===== config.mk =====
export PLATFORM = sky130hd
export DESIGN_NAME = pipeline_hazard_ctrl
export DESIGN_NICKNAME = d
export VERILOG_FILES = /design/src/rtl/hazard_pkg.sv /design/src/rtl/hazard_fwd_unit.sv /design/src/rtl/pipeline_hazard_ctrl.sv
export SDC_FILE = /design/constraint.sdc
export NUM_CORES = 1
export LEC_CHECK = 0
export CAP_MARGIN = 20
export CELL_PAD_IN_SITES_DETAIL_PLACEMENT = 0
export CELL_PAD_IN_SITES_GLOBAL_PLACEMENT = 2
export CORE_UTILIZATION = 38
export CTS_CLUSTER_SIZE = 14
export DETAILED_ROUTE_END_ITERATION = 8
export DONT_BUFFER_PORTS = 1
export PLACE_DENSITY = 0.89
export RECOVER_POWER = 50
export SLEW_MARGIN = 10
export SYNTH_ARGS = -nofsm -noshare
export SYNTH_HDL_FRONTEND = slang
export SYNTH_HIERARCHICAL = 1
export SYNTH_SLANG_ARGS = --single-unit
export TNS_END_PERCENT = 30

===== constraint.sdc =====
create_clock -name CLK -period 8.42 [get_ports CLK]
set_clock_uncertainty 0.1 [all_clocks]
set_input_delay 2.526 -clock CLK [delete_from_list [all_inputs] [get_ports CLK]]
set_output_delay 2.526 -clock CLK [all_outputs]
set_load 0.005 [all_outputs]

===== src/rtl/hazard_pkg.sv =====
// Shared types and constants for the Otter pipeline hazard controller.
package hazard_pkg;

  typedef enum logic [1:0] {
    RUN      = 2'd0,
    MEM_WAIT = 2'd1,
    HALT     = 2'd2
  } hz_state_t;

  typedef enum logic [1:0] {
    FWD_RF  = 2'b00,
    FWD_WB  = 2'b01,
    FWD_MEM = 2'b10
  } fwd_sel_t;

  localparam logic [4:0] REG_ZERO = 5'd0;

  // Pipeline register controls, MSB first in port order.
  typedef struct packed {
    logic stall_f;
    logic stall_d;
    logic stall_e;
    logic stall_m;
    logic flush_d;
    logic flush_e;
    logic flush_w;
  } hz_ctl_t;

  localparam hz_ctl_t CTL_NONE   = 7'b0000_000;
  localparam hz_ctl_t CTL_RESET  = 7'b0000_111;
  localparam hz_ctl_t CTL_FREEZE = 7'b1111_001;
  localparam hz_ctl_t CTL_BRANCH = 7'b0000_110;
  localparam hz_ctl_t CTL_BUBBLE = 7'b1100_010;

endpackage


===== src/rtl/hazard_fwd_unit.sv =====
// Forwarding select for one E-stage ALU operand; M result wins over W result.
module hazard_fwd_unit (
  input  logic [4:0] rs_E,
  input  logic [4:0] rd_M,
  input  logic       regWrite_M,
  input  logic [4:0] rd_W,
  input  logic       regWrite_W,
  output logic [1:0] fwd_sel
);
  import hazard_pkg::*;

  always_comb begin
    fwd_sel = FWD_RF;
    if (regWrite_M && (rd_M != REG_ZERO) && (rd_M == rs_E))
      fwd_sel = FWD_MEM;
    else if (regWrite_W && (rd_W != REG_ZERO) && (rd_W == rs_E))
      fwd_sel = FWD_WB;
  end

endmodule


===== src/rtl/pipeline_hazard_ctrl.sv =====
// Hazard controller for the 5-stage Otter pipeline: stalls, flushes, forwarding,
// memory-wait freeze with timeout halt, and stall/flush performance counters.
module pipeline_hazard_ctrl #(
  parameter int MEM_TIMEOUT = 16,
  parameter int CNT_W       = 32
) (
  input  logic             CLK,
  input  logic             RST_N,
  input  logic [4:0]       rs1_D,
  input  logic [4:0]       rs2_D,
  input  logic             rs1_used_D,
  input  logic             rs2_used_D,
  input  logic [4:0]       rs1_E,
  input  logic [4:0]       rs2_E,
  input  logic [4:0]       rd_E,
  input  logic             memRead_E,
  input  logic             pcSrc_E,
  input  logic [4:0]       rd_M,
  input  logic             regWrite_M,
  input  logic             dmem_req_M,
  input  logic             dmem_ready,
  input  logic [4:0]       rd_W,
  input  logic             regWrite_W,
  output logic             stall_F,
  output logic             stall_D,
  output logic             stall_E,
  output logic             stall_M,
  output logic             flush_D,
  output logic             flush_E,
  output logic             flush_W,
  output logic [1:0]       fwdA_E,
  output logic [1:0]       fwdB_E,
  output logic             err_timeout,
  output logic [CNT_W-1:0] stall_cnt,
  output logic [CNT_W-1:0] flush_cnt
);
  import hazard_pkg::*;

  localparam int              WC_W    = (MEM_TIMEOUT > 2) ? $clog2(MEM_TIMEOUT) : 1;
  localparam logic [WC_W-1:0] WC_LAST = WC_W'(MEM_TIMEOUT - 1);

  hz_state_t       state, state_nxt;
  logic [WC_W-1:0] wait_cnt;
  hz_ctl_t         ctl;
  logic            br_evt;
  logic            mem_miss;
  logic            load_use;
  logic            frozen;
  logic [1:0]      fwd_a, fwd_b;

  assign mem_miss = dmem_req_M & ~dmem_ready;
  assign load_use = memRead_E & (rd_E != REG_ZERO) &
                    ((rs1_used_D & (rd_E == rs1_D)) | (rs2_used_D & (rd_E == rs2_D)));

  // Once waiting, only dmem_ready matters: the access in M is already committed.
  assign frozen = (state == HALT) ||
                  ((state == MEM_WAIT) && !dmem_ready) ||
                  ((state == RUN) && mem_miss);

  always_ff @(negedge CLK) begin
    if (!RST_N) state <= RUN;
    else        state <= state_nxt;
  end

  always_comb begin
    state_nxt = state;
    case (state)
      RUN:      if (mem_miss) state_nxt = MEM_WAIT;
      MEM_WAIT: begin
        if (dmem_ready)             state_nxt = RUN;
        else if (wait_cnt == WC_LAST) state_nxt = HALT;
      end
      HALT:     state_nxt = HALT;
      default:  state_nxt = RUN;
    endcase
  end

  always_comb begin
    ctl    = CTL_NONE;
    br_evt = 1'b0;
    if (!RST_N)          ctl = CTL_RESET;
    else if (frozen)     ctl = CTL_FREEZE;
    else if (pcSrc_E) begin
      ctl    = CTL_BRANCH;
      br_evt = 1'b1;
    end
    else if (load_use)   ctl = CTL_BUBBLE;
  end

  assign {stall_F, stall_D, stall_E, stall_M, flush_D, flush_E, flush_W} = ctl;

  always_ff @(negedge CLK) begin
    if (!RST_N) begin
      wait_cnt    <= '0;
      err_timeout <= 1'b0;
      stall_cnt   <= '0;
      flush_cnt   <= '0;
    end else begin
      if (state == RUN && state_nxt == MEM_WAIT)
        wait_cnt <= WC_W'(1);
      else if (state == MEM_WAIT && state_nxt == MEM_WAIT)
        wait_cnt <= wait_cnt + 1'b1;
      if (state == MEM_WAIT && state_nxt == HALT)
        err_timeout <= 1'b1;
      if (ctl.stall_f) stall_cnt <= stall_cnt + 1'b1;
      if (br_evt)      flush_cnt <= flush_cnt + 1'b1;
    end
  end

  hazard_fwd_unit u_fwd_a (
    .rs_E       (rs1_E),
    .rd_M       (rd_M),
    .regWrite_M (regWrite_M),
    .rd_W       (rd_W),
    .regWrite_W (regWrite_W),
    .fwd_sel    (fwd_a)
  );

  hazard_fwd_unit u_fwd_b (
    .rs_E       (rs2_E),
    .rd_M       (rd_M),
    .regWrite_M (regWrite_M),
    .rd_W       (rd_W),
    .regWrite_W (regWrite_W),
    .fwd_sel    (fwd_b)
  );

  assign fwdA_E = RST_N ? fwd_a : FWD_RF;
  assign fwdB_E = RST_N ? fwd_b : FWD_RF;

endmodule

# Word-level counts from Yosys, hierarchy flattened
# Cells that the tools add are included.
# classes
n_addsub,3
eq_ne,11
reduce_logical,20
n_bitwise,8
mux,19
# ops
op,n
32-bit by 1-bit adder with 32-bit output (second input constant),2
5-bit == test,6
7-bit two-way mux,4
5-bit nonzero test,3
2-bit two-way mux,7
1-bit logical AND,11
1-bit two-way mux,7
2-bit one-hot mux with 3 select lines,1
1-bit AND,5
4-bit by 1-bit adder with 4-bit output (second input constant),1
2-bit by 1-bit == test with 1-bit output (second input constant),2
2-bit == test (second input constant),2
4-bit == test (second input constant),1
2-bit zero test,1
1-bit logical OR,2
1-bit NOT,2
2-bit nonzero test,1
2-bit OR reduction,1
1-bit zero test,1
1-bit bitwise OR,1
# totals
wordCells,67
input_bits,45
regBits,71
output_inout_bits,76

# Depth between registers and ports, before layout
# Gate-level depths: netlist of the first run.
# logic_depth
word_depth,8
depth_mapped,8
ltp_nobuf,7

# By module
# Netlist of the first run, hierarchy kept.
# modules_own_cells
module,area_per_inst_um2,seq_area_each_um2,instances,cells_each
pipeline_hazard_ctrl,3459.6,1421.4,1,424
hazard_fwd_unit,151.4,0.0,2,20

==> results.yml, run 1 <==
setup_path:
  critical_path.cell_chain: "or2_1, nor2_1, nor2_1, buf_4, nand2_4, nand2_4, a21o_1"
  cp.arrival_ns: 5.80
  cp.required_ns: 5.79
  worst_setup_path_start_kind: "flip-flop"
  path_class: "flip-flop to output port"
  crit_family: "simple AND/OR/NAND/NOR gates"
  worstRegToRegCells: 6
  worstPathMaxFanout: 5
  worst-path-stages: 7
  cp-end-kind: "output port"
  cp.buffers_inverters: 1
  cpPeakStageDelay_ns: 0.32
  cp_slowest_cell: "dfxtp_2"
place:
  io_buffers: 0
  dp_cells: 584
  gp_congestion: 0.784
  post-dp-hpwl_mm: 6.81
  dp_slack_ns: -0.290
die:
  die_w_um: 102
  die_y_um: 102
  io-pin-count: 121
  core_area_sq_mm: 0.00942
  initial_core_util_pct: 40.0
  num_rows: 35
  die-area_sq_mm: 0.0103
drt:
  wl_mm: 10.5
  drc: 0
  first_iter_violations: 120
  vias: 3768
  first_pass_iters: 5
  post_drt_wl_per_cell_um: 15.4
  drtAntennaViolNets: 0
  viasPerCell: 5.56
power:
  power_leakage_nw: 1.81
  powerDensity_mw_per_mm2: 177
  peakVddDrop_mv: 0.0867
sta:
  hold_viol_final: 0
  max_slew_margin_pct: -11.1
  worst_pin_slew_ns: 1.67
  rsz0062_at_grt: "yes"
  whs_ns: 0.385
  timing.final.ws_setup_ns: -0.00481
  drv_slew: 37
  setup_viol_count_final: 1
flow_run:
  cap_viol_max_count: 1
synth:
  synth_xor_area_share_pct: 11.4
  async_flop_share_pct: 0
  ys_seq_area_share_pct: 37.8
  synth_cell_types: 40
  ys.flop_type: "dfxtp_1"
  synth_top_family_by_area: "simple AND/OR/NAND/NOR gates"
  synth_edf_count: 0
  syn_area_per_cell_sq_um: 8.11
  synth-seq-cells: 71
  synth_most_common_cell: "dfxtp_1"
  synth_compound_area_share_pct: 14.2
  yosys-mux-area-fraction_pct: 1.60
  ys_warn_count: 6
  synth_top_area_share_pct: 37.8
  synth_fa_ha_area_share_pct: 0.998
  postSynthCellCount: 464
  syn_nets: 512
  synth-simple-area-share_pct: 31.0
  ys_top_cells_by_area: "dfxtp_1 38%, xor2_1 7.2%, a21oi_1 5.1%, nand3_1 4.5%, nand2_1 4.2%"
  netlist_area_sq_mm: 0.00376
  synth_area_leader_cell: "dfxtp_1"
  synth_common_cells: "71 x dfxtp_1, 42 x nand2_1, 40 x nor2_1"
clocking:
  clock_latency_ns: 0.42
  cts_sinks: 71
  holdBufCountCts: 0
  clkSlewWorstSetupHoldPaths_ns: 0.04
  cts_tree: "done"
  cts_root_buf: "clkbuf_8"
  cts.path.max_buffers: 2
  cts.htree.levels: 3
  cts_made_buffers: 9
layout:
  layout-drive-gt1-share_pct: 11.1
  fillers: 937
  finalNonFillerCells: 678
  diodes: 0
  fin_nets: 592
  synthToLayoutAreaGrowth_pct: 23.2
grt:
  grt_pass1_vias: 3637
  grt_overflow: 0
  grt_first_pass_wirelength_mm: 16.4
  antenna_found_initial: 0
  grt_max_degree: 37
  grt_usage_pct: 20.3
worst_hold_path:
  hold_path_class: "flip-flop to flip-flop"
  hold_depth: 2
run_status:
  violations: "capacitance limit, slew limit, setup timing"
  status: "finished, violations left"
report_power, final:
part	total (W)	internal [W]	switching, W
logic	0.0000523	0.0000245	0.0000278
clock network	0.000422	0.000185	0.000236
registers	0.000344	0.000341	0.00000334
total	0.000818	0.000550	0.000268
routing by layer:
layer / wire [um] / share of wire, % / track usage, % / vias to the layer above
li1: - / - / - / 1850
met2: 5030 / 48 / 32.4 / 130
met3: 833 / 8.0 / 10.7 / 12
met1: 4500 / 43 / 22.3 / 1776
met5: 0 / 0 / 0 / -
met4: 91 / 0.87 / 9.36 / 0
flip-flops by register name, summed over array words and instances (netlist names):
register / cells
wait_cnt: 4
flush_cnt: 32
stall_cnt: 32
err_timeout: 1
state: 2
worst paths after layout:
kind | from | endpoint | slack, ns
hold reg to reg | wait_cnt[1] | wait_cnt[1] | 0.38
setup / recovery | state[1] | flush_E | -0.005
setup reg to reg | stall_cnt[11] | stall_cnt[26] | 6.05
hold / removal | wait_cnt[1] | wait_cnt[1] | 0.38
logic make-up (layout without fill, tap and decap cells):
family | after synthesis | after routing
fa+ha+maj | 3 | 3
mux | 6 | 6
flops | 71 | 71
compound gates | 87 | 87
simple gates | 220 | 220
buf+inv | 28 | 113
xor+xnor | 49 | 49
per-stage QoR:
step	utilization, %	area, sq um	TNS [ns]	total power (W)
after floorplan	-	3770	-1.51	0.000434
after detailed placement	41.9	3940	-5.58	0.000444
final	49.2	4630	-0.00481	0.000818
after CTS	48.0	4520	-0.0740	0.000835
after global routing	49.2	4630	-0.373	0.000884
after global placement	41.9	3940	-3.92	0.000443
layout by cell type, fill, tap and decap left out, drive strengths merged, types with 14 or more instances in the layout:
| cell type | instances |
|---|---|
| nand3 | 34 |
| nor2 | 40 |
| nand4 | 19 |
| dfxtp | 71 |
| xor2 | 31 |
| a21oi | 38 |
| o21ai | 24 |
| xnor2 | 18 |
| nand2 | 42 |
| or3 | 21 |
| inv | 81 |
| buf | 14 |
worst min-delay path: stages, from the launching register on:
cell and delay [ns]:
dfxtp_1 0.32, nand2_1 0.06, a21oi_1 0.05
final cells by class:
class	count	area [sq um]	area share (%)
repair buffers	18	190	4.10
clock buffers	9	124	2.67
inverters	8	30.0	0.648
well taps	129	161	3.48
multi-input cells	365	2360	50.8
flip-flops and latches	71	1430	30.8
clock inverters	78	347	7.48
repair_timing:
action                     4_1_cts  5_1_grt
resized for setup                9       34
setup buffers                    5        2
pin swaps                       12       23
cloned                           2        1
setup endpoints to repair        3       23
No activity file was read; power rests on OpenSTA's default activity.
==> run 2: changes to the inputs <==
- ABC_AREA: unset -> 1
- CORE_UTILIZATION: 38 -> 35
- PLACE_DENSITY: 0.89 -> 0.9
==> run 2 against run 1 <==
Net effect: the flow now finishes without violations; non-clock buffer count is 8 lower; sequential power hardly changed; via count is 44% higher; synthesized cell count is 88% higher; flip-flop and latch count stayed put; global-route usage is 0.77 points higher; clock power is 29% higher; hold slack worse by 0.018 ns; clock-buffer cell count stayed put; sequential share of layout area is 7.0 points lower; critical path type unchanged; critical endpoint is now stall_D; largest cell class unchanged; highest routed layer unchanged.
==> results.yml, run 2 <==
sta:
  tns_ns: 0
  drv_slew: 0
  hold_viol_final: 0
  setup_viol_count_final: 0
  max_slew_margin_pct: 56.9
  rsz0062_at_grt: "no"
  worst_pin_slew_ns: 0.646
synth:
  synth-simple-area-share_pct: 47.8
  ys_warn_count: 6
  synth_area_leader_cell: "dfxtp_1"
  netlist_area_sq_mm: 0.00518
  syn_area_per_cell_sq_um: 5.94
  synth_top_area_share_pct: 27.5
  synth_common_cells: "313 x nand2_1, 103 x nor2_1, 89 x inv_1"
  synth_cell_types: 38
  synth_xor_area_share_pct: 3.72
  ys_seq_area_share_pct: 27.5
  synth_edf_count: 0
  postSynthCellCount: 872
  ys.flop_type: "dfxtp_1"
  synth_fa_ha_area_share_pct: 0.725
  yosys-mux-area-fraction_pct: 0
  ys_top_cells_by_area: "dfxtp_1 27%, nand2_1 23%, nor2_1 7.5%, a21oi_1 6.5%, inv_1 6.5%"
  synth-seq-cells: 71
  async_flop_share_pct: 0
  syn_nets: 920
  synth_compound_area_share_pct: 10.1
  synth_most_common_cell: "nand2_1"
  synth_top_family_by_area: "simple AND/OR/NAND/NOR gates"
grt:
  grt_pass1_vias: 5225
  grt_overflow: 0
  grt_max_degree: 47
  grt_usage_pct: 21.1
  antenna_found_initial: 0
  grt_first_pass_wirelength_mm: 24.8
place:
  gp_congestion: 0.827
  post-dp-hpwl_mm: 11.9
  dp_cells: 1043
  io_buffers: 0
  postPlaceCellArea_sq_mm: 0.00536
setup_path:
  cp.required_ns: 5.79
  cp-startpoint: "state[1]"
  worstPathMaxFanout: 12
  critical_path.cell_chain: "inv_2, nand3_2, nand2_1, inv_2, nand2_4, inv_6, nand2_8, nand2_8, inv_1"
  path_class: "flip-flop to output port"
  reg2reg_from: "stall_cnt[0]"
  cpPeakStageDelay_ns: 0.31
  worstRegToRegCells: 10
  r2r_slack_ns: 6.33
  cp.arrival_ns: 5.71
  cp_slowest_cell: "dfxtp_2"
  reg2reg_to: "stall_cnt[28]"
  cp.buffers_inverters: 4
  cp-end-kind: "output port"
  crit_family: "simple AND/OR/NAND/NOR gates"
  worst_setup_path_start_kind: "flip-flop"
layout:
  regArea_sq_mm: 0.00142
  final_cell_mix: "316 x nand2_1, 160 x inv_1, 105 x nor2_1"
  diodes: 0
  layout-drive-gt1-share_pct: 9.28
  synthToLayoutAreaGrowth_pct: 15.6
  top_regs: "flush_cnt x32, stall_cnt x32, wait_cnt x4"
  stdcell_area_sq_mm: 0.00598
  fillers: 1634
  multi_input_area_sq_mm: 0.00325
  fin_nets: 991
  final_common_cell: "nand2_1"
  finalNonFillerCells: 1132
  fin_util_pct: 41.3
drt:
  drc: 0
  vias: 5428
  drtAntennaViolNets: 0
  first_iter_violations: 267
  top_layer_used: "met4"
  first_pass_iters: 5
  wl_met2_mm: 7.53
  post_drt_wl_per_cell_um: 13.9
  viasPerCell: 4.80
  wl_met1_mm: 6.75
  wl_mm: 15.7
  dr_wl_met3_mm: 1.21
flow_run:
  cap_viol_max_count: 0
power:
  totalPowerFinal_w: 0.000964
  power_leakage_nw: 2.61
  powerDensity_mw_per_mm2: 161
  peakVddDrop_mv: 0.0852
worst_hold_path:
  min_from: "wait_cnt[3]"
  worst_hold_path.endpoint: "wait_cnt[3]"
  hold_path_class: "flip-flop to flip-flop"
  hold_depth: 1
die:
  core_area_sq_mm: 0.0145
  die_y_um: 124
  initial_core_util_pct: 35.8
  die_w_um: 124
  die-area_sq_mm: 0.0153
  num_rows: 44
  io-pin-count: 121
clocking:
  holdBufCountCts: 0
  cts_made_buffers: 9
  clkSlewWorstSetupHoldPaths_ns: 0.03
  cts_sinks: 71
  cts_root_buf: "clkbuf_16"
  cts.htree.levels: 3
  cts_tree: "done"
  clock_latency_ns: 0.41
  cts.path.max_buffers: 2
run_status:
  status: "completed"
[run 2: changes by cell type in the layout (fill, tap and decap cells not counted), moves of 15 or more]
cell      delta
nand3b_1    +16
or3_1       -17
inv_2       +15
inv_1       +82
nor2_1      +67
nand3_1     +15
a21oi_1     +38
nand4_1     -15
nand2_1    +276
[run 2: kinds of logic after synthesis]
family          Yosys count
compound gates          100
simple gates            550
fa+ha+maj                 3
buf+inv                 126
flops                    71
xor+xnor                 22
[run 2: worst register-to-register path, stage by stage (launching register included)]
cell,delay [ns]
dfxtp_1,0.51
ha_1,0.25
nand2_1,0.15
nor2_2,0.28
inv_1,0.07
nor2_1,0.25
nand2_1,0.09
nand2_1,0.06
nand2_1,0.06
nand3_1,0.08
a21oi_1,0.06
[run 2: final cells by class]
type                    instances  area share, %
flip-flops and latches         71           23.8
clock inverters                78           6.02
clock buffers                   9           3.76
inverters                     105           6.88
repair buffers                 10           1.42
well taps                     184           3.85
multi-input cells             675           54.3
[run 2: power breakdown]
part | internal, W | switching (W)
clock | 0.000305 | 0.000241
sequential | 0.000342 | 0.00000431
combinational | 0.0000232 | 0.0000483
total | 0.000670 | 0.000294
[run 2: through the flow]
stage               worst slack (ns)  hold slack, ns
floorplan                      0.454           0.323
global placement               0.290           0.348
detailed placement             0.241           0.356
CTS                          0.00522           0.363
global route                 0.00412           0.400
finish                        0.0889           0.367
[run 2: worst max-delay path by stage]
stage	cells after the start	to
detailed placement	9	stall_cnt[5]
global placement	7	stall_F
finish	9	stall_D
CTS	9	stall_D
floorplan	8	stall_F
global route	9	stall_F
[run 2: timing repair]
item | 4_1_cts | 5_1_grt
pin swaps | 0 | 2
setup buffers | 0 | 3
endpoints found under the setup margin | 3 | 2
gates resized for setup | 7 | 4
[run 2: layer usage]
metal / GRT usage (%) / vias to the layer above
met5: 0 / -
met4: 9.34 / 0
met3: 9.25 / 13
met2: 34.4 / 131
met1: 23.6 / 2407
li1: - / 2877
